### config.mk
export PLATFORM = sky130hd
export DESIGN_NAME = izh_scheduler
export DESIGN_NICKNAME = d
export VERILOG_FILES = /design/src/rtl/izh_scheduler.sv
export SDC_FILE = /design/constraint.sdc
export NUM_CORES = 1
export LEC_CHECK = 0
export ABC_AREA = 1
export CAP_MARGIN = 40
export CORE_ASPECT_RATIO = 1.4
export CORE_MARGIN = 4
export CORE_UTILIZATION = 57
export DETAILED_ROUTE_END_ITERATION = 10
export PLACE_DENSITY = 0.8
export SLEW_MARGIN = 20
export SYNTH_ARGS = -nofsm -noshare
export SYNTH_HDL_FRONTEND = slang
export SYNTH_SLANG_ARGS = --single-unit
### constraint.sdc
create_clock -name clk -period 7.2 [get_ports clk]
set_input_delay 2.16 -clock clk [delete_from_list [all_inputs] [get_ports clk]]
set_output_delay 2.16 -clock clk [all_outputs]
set_load 0.1 [all_outputs]
### src/rtl/izh_scheduler.sv
// izh_scheduler: runs one shared Izhikevich update core over N_NEURONS virtual
// neurons. On each tick it issues each neuron to the core in turn and writes
// back the result. It then publishes the spike vector of the completed step.
module izh_scheduler #(
  parameter int unsigned    N_NEURONS = 4,
  parameter int unsigned    V_W       = 8,
  parameter int unsigned    U_W       = 8,
  parameter int unsigned    I_W       = 8,
  parameter logic [V_W-1:0] V_INIT    = '0,
  parameter logic [U_W-1:0] U_INIT    = '0,
  parameter int unsigned    TIMEOUT   = 16
) (
  input  logic                         clk,
  input  logic                         reset,
  input  logic                         tick,
  input  logic                         cfg_we,
  input  logic [$clog2(N_NEURONS)-1:0] cfg_addr,
  input  logic [I_W-1:0]               cfg_data,
  input  logic [$clog2(N_NEURONS)-1:0] obs_sel,
  output logic [V_W-1:0]               obs_v,
  output logic                         core_start,
  output logic [V_W-1:0]               core_v_in,
  output logic [U_W-1:0]               core_u_in,
  output logic [I_W-1:0]               core_i,
  input  logic                         core_done,
  input  logic [V_W-1:0]               core_v_out,
  input  logic [U_W-1:0]               core_u_out,
  input  logic                         core_spike,
  output logic [N_NEURONS-1:0]         spikes,
  output logic                         step_done,
  output logic                         busy,
  output logic                         err_timeout,
  output logic                         err_overrun,
  input  logic                         err_clr
);

  localparam int unsigned AW = $clog2(N_NEURONS);
  localparam int unsigned CW = $clog2(TIMEOUT + 1);

  typedef enum logic [2:0] {S_IDLE, S_ISSUE, S_WAIT, S_WB, S_DONE} state_t;

  state_t               state_q, state_d;
  logic [AW-1:0]        idx_q, idx_d;
  logic [CW-1:0]        cnt_q, cnt_d;
  logic                 skip_q, skip_d;
  logic [V_W-1:0]       cap_v_q, cap_v_d;
  logic [U_W-1:0]       cap_u_q, cap_u_d;
  logic                 cap_spk_q, cap_spk_d;
  logic [N_NEURONS-1:0] spike_acc_q, spike_acc_d;
  logic [N_NEURONS-1:0] spikes_q, spikes_d;
  logic [V_W-1:0]       op_v_q, op_v_d;
  logic [U_W-1:0]       op_u_q, op_u_d;
  logic [I_W-1:0]       op_i_q, op_i_d;
  logic                 err_to_q, err_to_d;
  logic                 err_ov_q, err_ov_d;
  logic                 wb_en, to_set, ov_set;

  logic [V_W-1:0] v_mem_q   [N_NEURONS];
  logic [U_W-1:0] u_mem_q   [N_NEURONS];
  logic [I_W-1:0] cur_mem_q [N_NEURONS];

  // Sequencer next-state: issue, wait with timeout, write back, publish.
  always_comb begin
    state_d     = state_q;
    idx_d       = idx_q;
    cnt_d       = cnt_q;
    skip_d      = skip_q;
    cap_v_d     = cap_v_q;
    cap_u_d     = cap_u_q;
    cap_spk_d   = cap_spk_q;
    spike_acc_d = spike_acc_q;
    spikes_d    = spikes_q;
    op_v_d      = op_v_q;
    op_u_d      = op_u_q;
    op_i_d      = op_i_q;
    wb_en       = 1'b0;
    to_set      = 1'b0;
    ov_set      = tick && (state_q != S_IDLE);
    unique case (state_q)
      S_IDLE: begin
        if (tick) begin
          state_d     = S_ISSUE;
          idx_d       = '0;
          spike_acc_d = '0;
          op_v_d      = v_mem_q[idx_d];
          op_u_d      = u_mem_q[idx_d];
          op_i_d      = cur_mem_q[idx_d];
        end
      end
      S_ISSUE: begin
        cnt_d   = '0;
        state_d = S_WAIT;
      end
      S_WAIT: begin
        cnt_d = cnt_q + 1'b1;
        if (core_done) begin
          cap_v_d   = core_v_out;
          cap_u_d   = core_u_out;
          cap_spk_d = core_spike;
          skip_d    = 1'b0;
          state_d   = S_WB;
        end else if (cnt_q == CW'(TIMEOUT - 1)) begin
          skip_d  = 1'b1;
          to_set  = 1'b1;
          state_d = S_WB;
        end
      end
      S_WB: begin
        wb_en              = !skip_q;
        spike_acc_d[idx_q] = !skip_q && cap_spk_q;
        if (idx_q == AW'(N_NEURONS - 1)) begin
          // Publish together with the last neuron's bit so spikes is valid in DONE.
          spikes_d = spike_acc_d;
          state_d  = S_DONE;
        end else begin
          // Operands for the next neuron are read from a different entry than
          // the one being written back on the same edge.
          idx_d   = idx_q + 1'b1;
          op_v_d  = v_mem_q[idx_d];
          op_u_d  = u_mem_q[idx_d];
          op_i_d  = cur_mem_q[idx_d];
          state_d = S_ISSUE;
        end
      end
      S_DONE: state_d = S_IDLE;
      default: state_d = S_IDLE;
    endcase
    // A new set event in the same cycle as err_clr leaves the flag set.
    err_to_d = to_set || (err_to_q && !err_clr);
    err_ov_d = ov_set || (err_ov_q && !err_clr);
  end

  // Control, operand and flag registers.
  always_ff @(posedge clk or posedge reset) begin
    if (reset) begin
      state_q     <= S_IDLE;
      idx_q       <= '0;
      cnt_q       <= '0;
      skip_q      <= 1'b0;
      cap_v_q     <= '0;
      cap_u_q     <= '0;
      cap_spk_q   <= 1'b0;
      spike_acc_q <= '0;
      spikes_q    <= '0;
      op_v_q      <= '0;
      op_u_q      <= '0;
      op_i_q      <= '0;
      err_to_q    <= 1'b0;
      err_ov_q    <= 1'b0;
    end else begin
      state_q     <= state_d;
      idx_q       <= idx_d;
      cnt_q       <= cnt_d;
      skip_q      <= skip_d;
      cap_v_q     <= cap_v_d;
      cap_u_q     <= cap_u_d;
      cap_spk_q   <= cap_spk_d;
      spike_acc_q <= spike_acc_d;
      spikes_q    <= spikes_d;
      op_v_q      <= op_v_d;
      op_u_q      <= op_u_d;
      op_i_q      <= op_i_d;
      err_to_q    <= err_to_d;
      err_ov_q    <= err_ov_d;
    end
  end

  // Per-neuron state arrays: write-back of core results and current config.
  always_ff @(posedge clk or posedge reset) begin
    if (reset) begin
      for (int unsigned k = 0; k < N_NEURONS; k++) begin
        v_mem_q[k]   <= V_INIT;
        u_mem_q[k]   <= U_INIT;
        cur_mem_q[k] <= '0;
      end
    end else begin
      if (cfg_we) cur_mem_q[cfg_addr] <= cfg_data;
      if (wb_en) begin
        v_mem_q[idx_q] <= cap_v_q;
        u_mem_q[idx_q] <= cap_u_q;
      end
    end
  end

  assign obs_v       = v_mem_q[obs_sel];
  assign core_start  = (state_q == S_ISSUE);
  assign core_v_in   = op_v_q;
  assign core_u_in   = op_u_q;
  assign core_i      = op_i_q;
  assign spikes      = spikes_q;
  assign step_done   = (state_q == S_DONE);
  assign busy        = (state_q != S_IDLE);
  assign err_timeout = err_to_q;
  assign err_overrun = err_ov_q;

endmodule

==> impl_summary.md <==
Layout
The number of antenna diodes in the final layout is 0. After filler insertion, the fill cell instance count of the layout stands at 1,015. The final standard cell count with taps included and fillers excluded is 1,241. From synthesis to final layout, the design area changed by 23.8%.

At the end of the flow the core is filled with cells to 0.727. The share of post-route cells with drive strength above 1 is 0.0903. The finished layout cell area is 0.00944 sq mm. In the final design database the tool counted 1,093 nets.

Critical path
The worst register-to-register path has a depth of 7. The type of the worst setup path is primary input to output pin. The peak per-stage delay on the critical path is 490 ps. Along the worst path, the maximum fanout reaches 23. The family with the most delay on the worst path is buffers and inverters. The slowest stage cell on the critical path is clkdlybuf4s50_1. The element type at the critical path start is a primary input. The cell seen most often among critical-path stages is a21oi_1.

STA puts the critical path data arrival time at 3870 ps. The number of buffers and inverters on the critical path is 3. At the worst endpoint, the required time is 5040 ps. The endpoint type of the worst setup path is an output pin. The signal on the critical path passes through clkdlybuf4s50_1, inv_1, o21ai_0, a21oi_1, a21oi_1, buf_4. The count of cell instances traversed by the critical path is 6.

Global routing
The via count of the first global-routing pass is 6,465. In the global route stage, overall resource usage came out at 0.252. The maximum number of pins on one net before global-route repair is 64. The first global-routing pass estimated 30.7 mm of wire. The number of antenna violations at the first check in global routing is 0. The total overflow left after global routing is 0.

Logic synthesis
The simple-gate share of the synthesized area is 0.248. Of the total synthesized cell area, the portion taken by XOR and XNOR cells is 0. The adder-cell area share of the yosys netlist is 0.00984. The synthesized netlist occupies a cell area of 0.00763 sq mm.

For this run, the register share of the synthesized area comes to 0.518. The main combinational cell family by area after synthesis is simple AND/OR/NAND/NOR gates. In the synthesized netlist the dominant register cell turns out to be dfrtp_1.

The synthesized design contains 0 enable-type register cells. By count the netlist is led by nand2_1 (309), dfrtp_1 (158), inv_1 (142), nand3_1 (100), o21ai_0 (71). When the netlist entered floorplanning its net count stood at 1,006. Averaged over all synthesized cells, the footprint is 7.90 sq um. The compound-cell area share of the yosys netlist is 0.114. The Yosys step of the flow raised 0 warnings. The flip-flop and latch count after synthesis is 158.

The number of different library cells in the post-synthesis netlist is 26. In the post-synthesis netlist, the biggest area contributors are dfrtp_1 (52%), nand2_1 (15%), inv_1 (7.0%). Synthesis handed over a netlist of 965 instances. The top cell type's share of synthesized area is 0.518. The portion of synthesized area spent on multiplexers is 0. The cell with the most instances after synthesis is nand2_1. For this run, asynchronously set or reset flops after synthesis account for 1.00.

The library cell occupying the most area in the post-synthesis netlist is dfrtp_1.

Clock tree
The insertion delay to the later sink of the worst-skew pair is 410 ps. The H-tree was split into 4 levels. The number of setup buffers added after CTS is 0.

The count of clock tree sinks is 158. In this run, CTS created clock tree buffers numbering 17. After clock tree synthesis, the flow added hold-fix buffers numbering 0.

The clock tree from TritonCTS is yes. The maximum clock path buffer count is 2. The post-cts repair resize count is 0. Clock-pin slew was measured on the worst setup and hold paths at 60 ps. The root buffer cell is clkbuf_16.

Power
The total leakage power is 4.64 nW. Of the total power, the share spent switching nets is 0.466. The internal cell power is 0.00240 W. The sequential cell fraction of total power is 0.291.

The fraction of power consumed by combinational cells is 0.520. The power density over the cells is 475 mW/mm^2. The switching component of the power is 0.00209 W. The clock network fraction of total power is 0.189. The maximum ir drop on the vdd rail is 0.000244 V.

Flow run
Max-cap violations in this run came to 0.

Route
In this run the remaining antenna-violating nets after routing total 0. The aggregate routed wire length is 18.2 mm. The detailed router placed 6,557 vias in this run. In this run, the number of DRC markers left after iteration 0 of detailed routing was 399. For this run, design rule violations remaining after detail routing come to 0.

The average wire per standard cell is 14.6 microns. The ratio of routed vias to standard cells is 5.28. The pre-antenna-repair detailed-routing pass consisted of 5 iterations.

Placed design
The cell count after placement is 1,211. Once detailed placement completed, the half-perimeter wirelength came to 11.2 mm. At the end of routability-driven placement, the weighted congestion stood at 0.794. The count of port buffers added during placement is 75.

The total cell area at the placement stage is 0.00889 sq mm.

Die
The floorplan step defined a die boundary enclosing 0.0153 sq mm. For this configuration, the core starts out at a cell density of 0.587. The area of the core is 0.0130 sq mm. From bottom edge to top edge, the die measures 145 microns. After floorplanning, the core was divided into 49 placement rows. The count of pins on the block boundary is 76.

The floorplan step set the die width to 106 microns.

STA
The transition at the pin with the smallest max-transition slack is 862 ps. Of the available clock period, the critical path in the final layout requires 0.837. In this run the tightest slew margin relative to its limit is 0.424. The final-report max-slew violation count is 0. After layout, the minimum clock period comes to 6030 ps.

Adding up every negative setup slack in the final design gives 0 ps. The clock tree skew after final layout is 10.5 ps. Timing would allow up to 166 MHz. The number of endpoints with negative hold slack in the final report is 0. The total of endpoints with negative setup slack in the final report is 0. Setup repair after global routing left no endpoint under its margin.

Worst hold path
The worst hold path was traced through 2 stages. The path class of the lowest-slack min-delay path is register to register.

Run status
The flow ran to the end, and the final reports show no timing, DRC or antenna violations.
stage by stage:
stage	hold WS [ps]	worst slack (ps)	power [W]
6_report	479	1170	0.00449
3_3_place_gp	465	1350	0.00333
5_1_grt	502	1030	0.00477
4_1_cts	485	1190	0.00450
2_1_floorplan	453	770	0.00293
3_5_place_dp	466	1290	0.00364
worst register-to-register path: stages, from the launching register on:
cell and delay, ps:
dfrtp_1 390, buf_4 330, ha_1 310, inv_1 140, nand2_2 110, a21oi_4 720
nand3_1 280, nand2_1 120
registers in the layout, indices dropped and copies added (netlist names), 8 cells and up:
register and count:
u_mem_q 32, v_mem_q 32, core_i 8, cap_u_q 8, cap_v_q 8, cur_mem_q 32
core_u_in 8, core_v_in 8
worst paths after layout:
kind,from,to,slack (ps)
worst max-delay path,obs_sel[0],obs_v[0],1170
worst min-delay path,core_i[4],core_i[4],480
worst max register to register,idx_q[0],core_v_in[7],4740
worst min register to register,core_i[4],core_i[4],480
max in group asynchronous,reset,idx_q[0],3730
min in group asynchronous,reset,core_v_in[6],2150
routing by layer:
| layer | global-route usage | routed length [microns] |
|---|---|---|
| met5 | 0 | 0 |
| met4 | 0.0989 | 489 |
| met1 | 0.306 | 7440 |
| met2 | 0.452 | 9300 |
| met3 | 0.0404 | 926 |
logic make-up (layout without fill, tap and decap cells):
| family | after synthesis | after routing |
|---|---|---|
| flops | 158 | 158 |
| compound gates | 169 | 169 |
| simple gates | 441 | 441 |
| buf+inv | 191 | 289 |
| fa+ha+maj | 6 | 6 |
power groups by stage:
stage / combinational, W / clock, W / sequential (W)
6_report: 0.00234 / 0.000847 / 0.00131
5_1_grt: 0.00253 / 0.000894 / 0.00134
4_1_cts: 0.00234 / 0.000850 / 0.00130
3_5_place_dp: 0.00232 / 0 / 0.00132
3_3_place_gp: 0.00202 / 0 / 0.00131
2_1_floorplan: 0.00119 / 0 / 0.00173
layout make-up:
type	instances	area, sq um	area share
multi-input cells	616	2840	0.300
clock buffers	19	433	0.0458
inverters	144	548	0.0580
well taps	178	223	0.0236
flip-flops and latches	158	3950	0.419
repair buffers	115	1330	0.141
clock inverters	11	120	0.0127
placed cells by master, fill, tap and decap left out, drive strengths merged, types with 19 or more instances in the layout:
master,n
nand2,318
dfrtp,158
inv,145
o21ai,135
nand3,100
clkdlybuf4s50,67
buf,48
a21oi,27
clkbuf,19
nor2,19
Power figures use the tool's default switching activity.
